### src/rtl/dma_sched_pkg.sv
// Shared types and constants for the DMA segment scheduler.
// Four segments are interleaved one cacheline at a time.
package dma_sched_pkg;

  typedef enum logic [1:0] {
    StIdle,
    StActive,
    StDrain,
    StDone
  } state_t;

  localparam int unsigned CL_BYTES = 64;
  localparam int unsigned CL_SHIFT = 6;
  localparam int unsigned NUM_SEGS = 4;

endpackage

### src/rtl/dma_segment_scheduler.sv
// Issues cacheline writes round-robin across four segments, one source pop per write,
// then waits for every completion before raising done and freezing the cycle count.
module dma_segment_scheduler
  import dma_sched_pkg::*;
#(
  parameter int unsigned ADDR_WIDTH = 64,
  parameter int unsigned SIZE_WIDTH = 16
) (
  input  logic                  clk,
  input  logic                  rst,
  input  logic                  go,
  input  logic [SIZE_WIDTH-1:0] size,
  input  logic [ADDR_WIDTH-1:0] wr_addr_s0,
  input  logic [ADDR_WIDTH-1:0] wr_addr_s1,
  input  logic [ADDR_WIDTH-1:0] wr_addr_s2,
  input  logic [ADDR_WIDTH-1:0] wr_addr_s3,
  input  logic                  src_valid,
  output logic                  src_rd,
  output logic                  dma_wr_en,
  output logic [ADDR_WIDTH-1:0] dma_wr_addr,
  input  logic                  dma_wr_full,
  input  logic                  dma_wr_cmpl,
  output logic                  done,
  output logic [ADDR_WIDTH-1:0] cv_value
);

  // Two extra bits: the low pair picks the segment, the rest is the line index.
  localparam int unsigned CntWidth = SIZE_WIDTH + 2;

  state_t                state_q, state_d;
  logic [SIZE_WIDTH-1:0] size_q;
  logic [ADDR_WIDTH-1:0] base_q [NUM_SEGS];
  logic [CntWidth-1:0]   issue_cnt_q, issue_cnt_d;
  logic [CntWidth-1:0]   cmpl_cnt_q, cmpl_cnt_d;
  logic [CntWidth-1:0]   total_lines;
  logic                  done_q, done_d;
  logic [ADDR_WIDTH-1:0] cv_q, cv_d;

  logic                  go_accept;
  logic                  last_issue;
  logic                  cmpl_take;
  logic [1:0]            seg;
  logic [SIZE_WIDTH-1:0] line_idx;

  assign total_lines = {size_q, 2'b00};
  assign seg         = issue_cnt_q[1:0];
  assign line_idx    = issue_cnt_q[CntWidth-1:2];

  always_comb begin
    go_accept   = go && ((state_q == StIdle) || (state_q == StDone));
    dma_wr_en   = (state_q == StActive) && src_valid && !dma_wr_full;
    src_rd      = dma_wr_en;
    dma_wr_addr = base_q[seg] + (ADDR_WIDTH'(line_idx) << CL_SHIFT);
    last_issue  = dma_wr_en && (issue_cnt_q == total_lines - CntWidth'(1));
    cmpl_take   = dma_wr_cmpl && ((state_q == StActive) || (state_q == StDrain));
  end

  always_comb begin
    state_d     = state_q;
    issue_cnt_d = issue_cnt_q;
    cmpl_cnt_d  = cmpl_cnt_q + CntWidth'(cmpl_take);
    done_d      = done_q;
    cv_d        = cv_q;

    unique case (state_q)
      StIdle, StDone: begin
        if (go_accept) begin
          issue_cnt_d = '0;
          cmpl_cnt_d  = '0;
          if (size == '0) begin
            state_d = StDone;
            done_d  = 1'b1;
            cv_d    = ADDR_WIDTH'(1);
          end else begin
            state_d = StActive;
            done_d  = 1'b0;
            cv_d    = '0;
          end
        end
      end
      StActive: begin
        cv_d = cv_q + ADDR_WIDTH'(1);
        if (dma_wr_en) begin
          issue_cnt_d = issue_cnt_q + CntWidth'(1);
          if (last_issue) begin
            state_d = StDrain;
          end
        end
      end
      StDrain: begin
        cv_d = cv_q + ADDR_WIDTH'(1);
        // cmpl_cnt_d already includes a completion arriving this cycle.
        if (cmpl_cnt_d >= total_lines) begin
          state_d = StDone;
          done_d  = 1'b1;
        end
      end
      default: state_d = StIdle;
    endcase
  end

  always_ff @(posedge clk) begin
    if (rst) begin
      state_q     <= StIdle;
      size_q      <= '0;
      base_q      <= '{default: '0};
      issue_cnt_q <= '0;
      cmpl_cnt_q  <= '0;
      done_q      <= 1'b0;
      cv_q        <= '0;
    end else begin
      state_q     <= state_d;
      issue_cnt_q <= issue_cnt_d;
      cmpl_cnt_q  <= cmpl_cnt_d;
      done_q      <= done_d;
      cv_q        <= cv_d;
      if (go_accept) begin
        size_q    <= size;
        base_q[0] <= wr_addr_s0;
        base_q[1] <= wr_addr_s1;
        base_q[2] <= wr_addr_s2;
        base_q[3] <= wr_addr_s3;
      end
    end
  end

  assign done     = done_q;
  assign cv_value = cv_q;

endmodule

### config.mk
export PLATFORM = sky130hd
export DESIGN_NAME = dma_segment_scheduler
export DESIGN_NICKNAME = d
export VERILOG_FILES = /design/src/rtl/dma_sched_pkg.sv /design/src/rtl/dma_segment_scheduler.sv
export SDC_FILE = /design/constraint.sdc
export NUM_CORES = 1
export LEC_CHECK = 0
export BUFFER_PORTS_ARGS = -buffer_cell sky130_fd_sc_hd__buf_4
export CORE_ASPECT_RATIO = 0.7
export CORE_MARGIN = 10
export CORE_UTILIZATION = 55
export DETAILED_ROUTE_END_ITERATION = 7
export HOLD_SLACK_MARGIN = 0.02
export PLACE_DENSITY = 0.81
export SYNTH_ARGS = -nofsm -noshare
export SYNTH_HDL_FRONTEND = slang
export SYNTH_SLANG_ARGS = --single-unit
### constraint.sdc
create_clock -name clk -period 6.4 [get_ports clk]
set_input_delay 0.64 -clock clk [delete_from_list [all_inputs] [get_ports clk]]
set_output_delay 0.64 -clock clk [all_outputs]
set_load 0.1 [all_outputs]
==> metrics.yaml, run 1 <==
power:
  finalPower_mw: 8.41
  comb_power_share_pct: 36.7
  p_switching_mw: 3.40
  switching_share_pct: 40.4
  power.internal_mw: 5.02
  power_density_nw_per_um2: 370
  p_clk_share_pct: 28.1
  seqPwrFrac_pct: 35.2
  p_leak_nw: 9.29
  ir_drop_uv: 254
logic_synthesis:
  ys_async_sr_fraction_pct: 0
  yosysUniqueCellTypes: 64
  syn_nets: 2537
  netlist.area_leader.share_pct: 41.1
  yosys_warnings: 0
  synth_top_area_cell: "dfxtp_1"
  synth-edff-count: 0
  synth-seq-cells: 375
  synth.area.top_cells: "dfxtp_1 (41%), nand2_1 (13%), a21oi_1 (8.7%)"
  avgSynthCellArea_um2: 8.23
  yosysSeqAreaShare_pct: 41.1
  syn_inst: 2217
  synthFlopType: "dfxtp_1"
  yosys-top-cells-count: "nand2_1 (619), dfxtp_1 (375), a21oi_1 (319)"
  mappedNetlistArea_um2: 18200
  synth_most_common_cell: "nand2_1"
critical_path:
  critPathKind: "flop to output port"
  worst-path-max-fanout: 29
  start_kind: "flop"
  endpoint_kind: "output port"
  arrival_ns: 5.04
  required_ns: 5.76
die:
  core_area_um2: 32600
  ios: 409
  initial_utilization_pct: 56.1
  dieArea_um2: 41000
  rows: 55
  die_h_um: 172
  die_x_um: 238
sta:
  max_freq_ghz: 0.176
  worst_pin_slew_ns: 1.19
  post-route-min-period_ns: 5.68
  maxSlewHeadroom_pct: 20.3
  post-route-period-util_pct: 88.8
  setup_ws_ns: 0.720
  rsz0062_at_grt: "false"
  clock_skew_ns: 0.00789
  hold_viol: 0
  setup_viol: 0
  fin_tns_setup_ns: 0
  final_max_slew_viol_count: 0
clocking:
  clkLatencyLatePin_ns: 0.53
  numCtsBuffers: 37
  cts_num_sinks: 375
  postCtsSetupRepairBufs: 0
  cts_tree: "yes"
  max-clock-path-buffers: 3
  ctsRootBufferMaster: "clkbuf_16"
  ctsResizeCount: 0
  clkTransAtPathRegs_ns: 0.06
  holdBufCountCts: 0
  htree_levels: 2
placement:
  gp_congestion: 0.962
  dpl.hpwl_um: 46400
  placedInstanceArea_um2: 21400
  place_ws_ns: 1.42
  numPortBuffers: 408
routing:
  routed_via_density: 5.86
  ant_nets: 0
  drt_iter0_drc: 1882
  drcViolationCount: 0
  drt_wl_total_um: 62500
  wire_per_inst_um: 20.9
  via_count: 17500
  drt-pass1-iter-count: 5
global_routing:
  grt_pass1_vias: 17000
  track_usage_pct: 29.0
  grt_pass1_wl_um: 94400
  grt_max_degree: 155
  grt_overflow: 0
  antenna_found_initial: 7
layout:
  multi_input_area_um2: 10000
  register_area_um2: 7510
  fillCellCount: 2604
  nets: 2856
  fin_area_um2: 22700
  drive_gt1_share_pct: 23.3
  areaGrowthSynthToFinish_pct: 24.7
outcome:
  status: "finished, final reports clean"
min_path:
  hold_path.class: "input pin to flop"
job:
  drv_cap: 0
logic make-up (layout without fill, tap and decap cells):
kind of cell / count (synthesis) / count (layout) / share of synthesized area (%)
xor+xnor: 104 / 104 / 4.99
mux: 92 / 92 / 9.60
fa+ha+maj: 42 / 42 / 2.92
compound gates: 416 / 416 / 12.8
other cells: 0 / 5 / 0
flops: 375 / 375 / 41.1
buf+inv: 183 / 529 / 3.99
simple gates: 1005 / 1005 / 24.6
worst max-delay path: stages, from the launching register on:
cell and delay (ns):
dfxtp_4 0.73, mux4_2 0.58, ha_1 0.21, inv_1 0.07
fa_1 0.22, nor2b_1 0.09, o31ai_1 0.29, a21oi_1 0.18
o311ai_0 0.93, a211oi_1 0.41, nor2b_1 0.25, xnor2_1 0.19
buf_4 0.33
power by group through the flow:
stage               sequential, mW  clock, mW  combinational (mW)
finish                        2.97       2.36                3.09
global route                  3.00       2.48                3.32
CTS                           2.96       2.39                3.06
detailed placement            3.00          0                3.05
global placement              2.99          0                2.99
floorplan                     2.93          0                2.29
registers in the layout (all words and copies together), names as in the netlist:
register / flops
base_q: 256
cv_value: 64
cmpl_cnt_q: 18
issue_cnt_q: 18
size_q: 16
state_q: 2
done: 1
per-layer routing:
layer | up-vias | GRT usage (%) | part of all wire, %
li1 | 8296 | - | -
met1 | 8320 | 36.9 | 41
met2 | 787 | 45.8 | 47
met3 | 134 | 7.82 | 9.2
met4 | 4 | 12.8 | 3.5
met5 | - | 0 | 0.043
worst paths after layout:
| path | startpoint | to | slack [ns] | cells past startpoint |
|---|---|---|---|---|
| min | wr_addr_s1[3] | base_q[131] | 0.35 | 3 |
| min reg2reg | base_q[130] | base_q[130] | 0.45 | 2 |
| max reg2reg | state_q[0] | state_q[0] | 2.09 | 13 |
| max | issue_cnt_q[1] | dma_wr_addr[40] | 0.72 | 12 |
layout make-up:
type,count,share of cell area (%)
diodes,5,0.0550
clock buffers,51,4.84
clock inverters,15,0.946
inverters,43,0.709
multi-input cells,1659,44.1
flip-flops and latches,375,33.0
well taps,427,2.35
repair buffers,420,13.9
placed cells by master, fill, tap and decap left out, types with 8 or more instances in the layout:
cell type and n:
nand2_1 618, buf_4 418, dfxtp_1 373, a21oi_1 319, nor2_1 96, nand3_1 68
mux4_2 64, xnor2_1 56, xor2_1 47, inv_1 43, ha_1 41, clkbuf_16 39
nand4_1 38, and3_1 28, nor3_1 25, and2_1 25, mux2_2 23, nor4_1 20
or3_1 20, o21ai_0 16, and4_1 14, o211ai_1 13, a21o_1 12, nor2b_1 11
nand2b_1 9, a211oi_1 8, clkbuf_8 8
per-stage QoR:
| step | hold WS [ns] | utilization [%] | std cells |
|---|---|---|---|
| 6_report | 0.349 | 69.9 | 2995 |
| 4_1_cts | 0.331 | 69.9 | 2990 |
| 5_1_grt | 0.335 | 69.9 | 2995 |
| 3_3_place_gp | 0.438 | 65.8 | 2924 |
| 2_1_floorplan | 0.433 | - | 2217 |
| 3_5_place_dp | 0.447 | 65.8 | 2924 |
Note: power is estimated with default switching activity, not from simulation.
==> run 2: changes to the inputs <==
--- a/config.mk
+++ b/config.mk
@@ -8,10 +8,11 @@
 export BUFFER_PORTS_ARGS = -buffer_cell sky130_fd_sc_hd__buf_4
 export CORE_ASPECT_RATIO = 0.7
 export CORE_MARGIN = 10
-export CORE_UTILIZATION = 55
+export CORE_UTILIZATION = 59
 export DETAILED_ROUTE_END_ITERATION = 7
 export HOLD_SLACK_MARGIN = 0.02
-export PLACE_DENSITY = 0.81
+export PLACE_DENSITY = 0.86
+export SLEW_MARGIN = 20
 export SYNTH_ARGS = -nofsm -noshare
 export SYNTH_HDL_FRONTEND = slang
 export SYNTH_SLANG_ARGS = --single-unit
==> constraint.sdc (replaced) <==
create_clock -name clk -period 6.6 [get_ports clk]
set_input_delay 0.66 -clock clk [delete_from_list [all_inputs] [get_ports clk]]
set_output_delay 0.66 -clock clk [all_outputs]
set_load 0.1 [all_outputs]
==> run 2 against run 1 <==
  * Critical path depth unchanged
  * Sequential share of layout area increased by 0.28 points
  * Sequential cell count unchanged
==> metrics.yaml, run 2 (synthesized netlist as in run 1, its figures left out) <==
critical_path:
  r2r_setup_slack_ns: 2.58  # +0.49 ns
  start_kind: "flop"
  critPathKind: "flop to output port"
  worst-path-max-fanout: 27  # -6.9%
  path_common_cell: "nor2b_1"
  crit_chain: "mux4_2 -> ha_1 -> inv_1 -> fa_1 -> nor2b_1 -> o31ai_1 -> a21oi_1 -> o311ai_0 -> a211oi_1 -> nor2b_1 -> xnor2_1 -> buf_4"
  endpoint_kind: "output port"
  slowest_stage: "o311ai_0"
  arrival_ns: 4.90  # -0.14 ns
  worstReg2RegEnd: "state_q[0]"
  reg2reg_depth: 14  # +1
  worstReg2RegStart: "state_q[0]"
  slowest_delay_ns: 1.01  # +0.08 ns
  required_ns: 5.94  # +0.18 ns
global_routing:
  antenna_found_initial: 10  # +3
  grt_pass1_wl_um: 94400  # about the same
  grt_overflow: 0  # unchanged
  track_usage_pct: 30.5  # +1.5 points
  grt_pass1_vias: 17000  # -0.31%
  grt_max_degree: 233  # +50%
clocking:
  ctsResizeCount: 0  # unchanged
  ctsRootBufferMaster: "clkbuf_16"
  numCtsBuffers: 36  # -2.7%
  htree_levels: 2  # unchanged
  max-clock-path-buffers: 3  # unchanged
  cts_num_sinks: 375  # unchanged
  clkLatencyLatePin_ns: 0.53  # about the same
  clkTransAtPathRegs_ns: 0.07  # about the same
  cts_tree: "yes"
  holdBufCountCts: 0  # unchanged
  postCtsSetupRepairBufs: 0  # unchanged
power:
  comb_power_share_pct: 37.8  # +1.1 points
  p_switching_mw: 3.23  # -5.0%
  finalPower_mw: 7.91  # -6.0%
  p_clk_share_pct: 26.0  # -2.1 points
  power_density_nw_per_um2: 351  # -5.2%
  ir_drop_uv: 515  # +100%
  power.internal_mw: 4.68  # -6.7%
  seqPwrFrac_pct: 36.2  # +1.0 points
  p_leak_nw: 9.20  # -0.92%
  switching_share_pct: 40.8  # +0.45 points
min_path:
  min_to: "base_q[231]"
  min_from: "wr_addr_s0[39]"
  min_path_cells: 3  # unchanged
  hold_path.class: "input pin to flop"
layout:
  nets: 2852  # -0.14%
  areaGrowthSynthToFinish_pct: 23.6
  largest-register: "base_q"
  drive_gt1_share_pct: 22.9  # -0.36 points
  layout_common_cells: "nand2_1 (618), buf_4 (414), dfxtp_1 (373)"
  final_common_cell: "nand2_1"
  fin_util_pct: 74.6  # +4.7 points
  largest_reg_flops: 256  # unchanged
outcome:
  status: "finished, final reports clean"
routing:
  drcViolationCount: 0  # unchanged
  ant_nets: 0  # unchanged
  drt-pass1-iter-count: 6  # +1
  drt_iter0_drc: 1805  # -4.1%
  via_count: 17900  # +1.8%
  routed_via_density: 6.00  # +2.5%
  drt_wl_total_um: 62200  # -0.48%
  wire_per_inst_um: 20.9  # +0.15%
die:
  die_x_um: 230  # -3.2%
  dieArea_um2: 38500  # -6.1%
  die_h_um: 167  # -3.0%
  core_area_um2: 30200  # -7.1%
  initial_utilization_pct: 60.3  # +4.3 points
  rows: 53  # -3.6%
  ios: 409  # unchanged
sta:
  hold_viol: 0  # unchanged
  setup_ws_ns: 1.04  # +0.317 ns
  setup_viol: 0  # unchanged
  rsz0062_at_grt: "false"
  clock_skew_ns: 0.0158  # +0.00791 ns
  maxSlewHeadroom_pct: 21.4  # +1.1 points
  final_max_slew_viol_count: 0  # unchanged
  worst_pin_slew_ns: 1.16  # -0.0234 ns
  post-route-min-period_ns: 5.56
  fin_tns_setup_ns: 0  # unchanged
  post-route-period-util_pct: 84.3
  max_freq_ghz: 0.180
placement:
  gp_congestion: 0.962  # about the same
  dpl.hpwl_um: 46000  # -0.83%
  place_ws_ns: 1.65  # +0.236 ns
  numPortBuffers: 408  # unchanged
job:
  drv_cap: 0  # unchanged
run 2: worst max-delay path, delay by kind of cell (launching register included):
kind	cells	cell delay (ns)
buffers and inverters	2	0.38
XOR/XNOR	1	0.13
AND/OR/NAND/NOR	2	0.33
adder cells (fa/ha/maj)	2	0.41
AO/OA/AOI/OAI	4	1.85
flip-flops	1	0.68
multiplexers	1	0.57
run 2: area by class of cell:
| class | instances | area, µm² |
|---|---|---|
| fill | 2261 | 7680 |
| multi-input combinational | 1659 | 10000 |
| clock buffer | 48 | 997 |
| clock inverter | 13 | 146 |
| antenna | 9 | 22.5 |
| tap | 412 | 515 |
| inverter | 43 | 161 |
| sequential | 375 | 7510 |
| timing repair buffer | 417 | 3160 |
run 2: routing by layer:
metal	track usage [%]	vias to the layer above	part of all wire, %
met5	0	-	0.032
met4	14.1	2	4.4
met3	7.53	159	9.2
met2	49.1	860	47
met1	38.0	8546	40
li1	-	8291	-
run 2: how the worst max path moves through the flow:
stage              startpoint               to  slack (ns)  depth (start not counted)
2_1_floorplan  issue_cnt_q[1]  dma_wr_addr[59]        0.17                         15
3_3_place_gp   issue_cnt_q[1]  dma_wr_addr[40]        1.69                         12
3_5_place_dp   issue_cnt_q[1]  dma_wr_addr[40]        1.65                         12
4_1_cts        issue_cnt_q[1]  dma_wr_addr[40]        1.05                         12
5_1_grt        issue_cnt_q[1]  dma_wr_addr[51]        0.77                         10
6_report       issue_cnt_q[1]  dma_wr_addr[40]        1.04                         12
run 2: power groups by stage:
stage | sequential [mW] | clock, mW | combinational (mW)
2_1_floorplan | 2.84 | 0 | 2.22
3_3_place_gp | 2.88 | 0 | 2.89
3_5_place_dp | 2.90 | 0 | 2.95
4_1_cts | 2.86 | 2.07 | 2.96
5_1_grt | 2.90 | 2.17 | 3.20
6_report | 2.86 | 2.06 | 2.99
run 2: metrics by stage:
step | hold WS [ns] | std cells | area, µm²
after global placement | 0.439 | 2906 | 21400
after global routing | 0.365 | 2976 | 22600
after detailed placement | 0.445 | 2906 | 21400
final | 0.373 | 2976 | 22600
after floorplan | 0.433 | 2217 | 18300
after CTS | 0.364 | 2967 | 22500
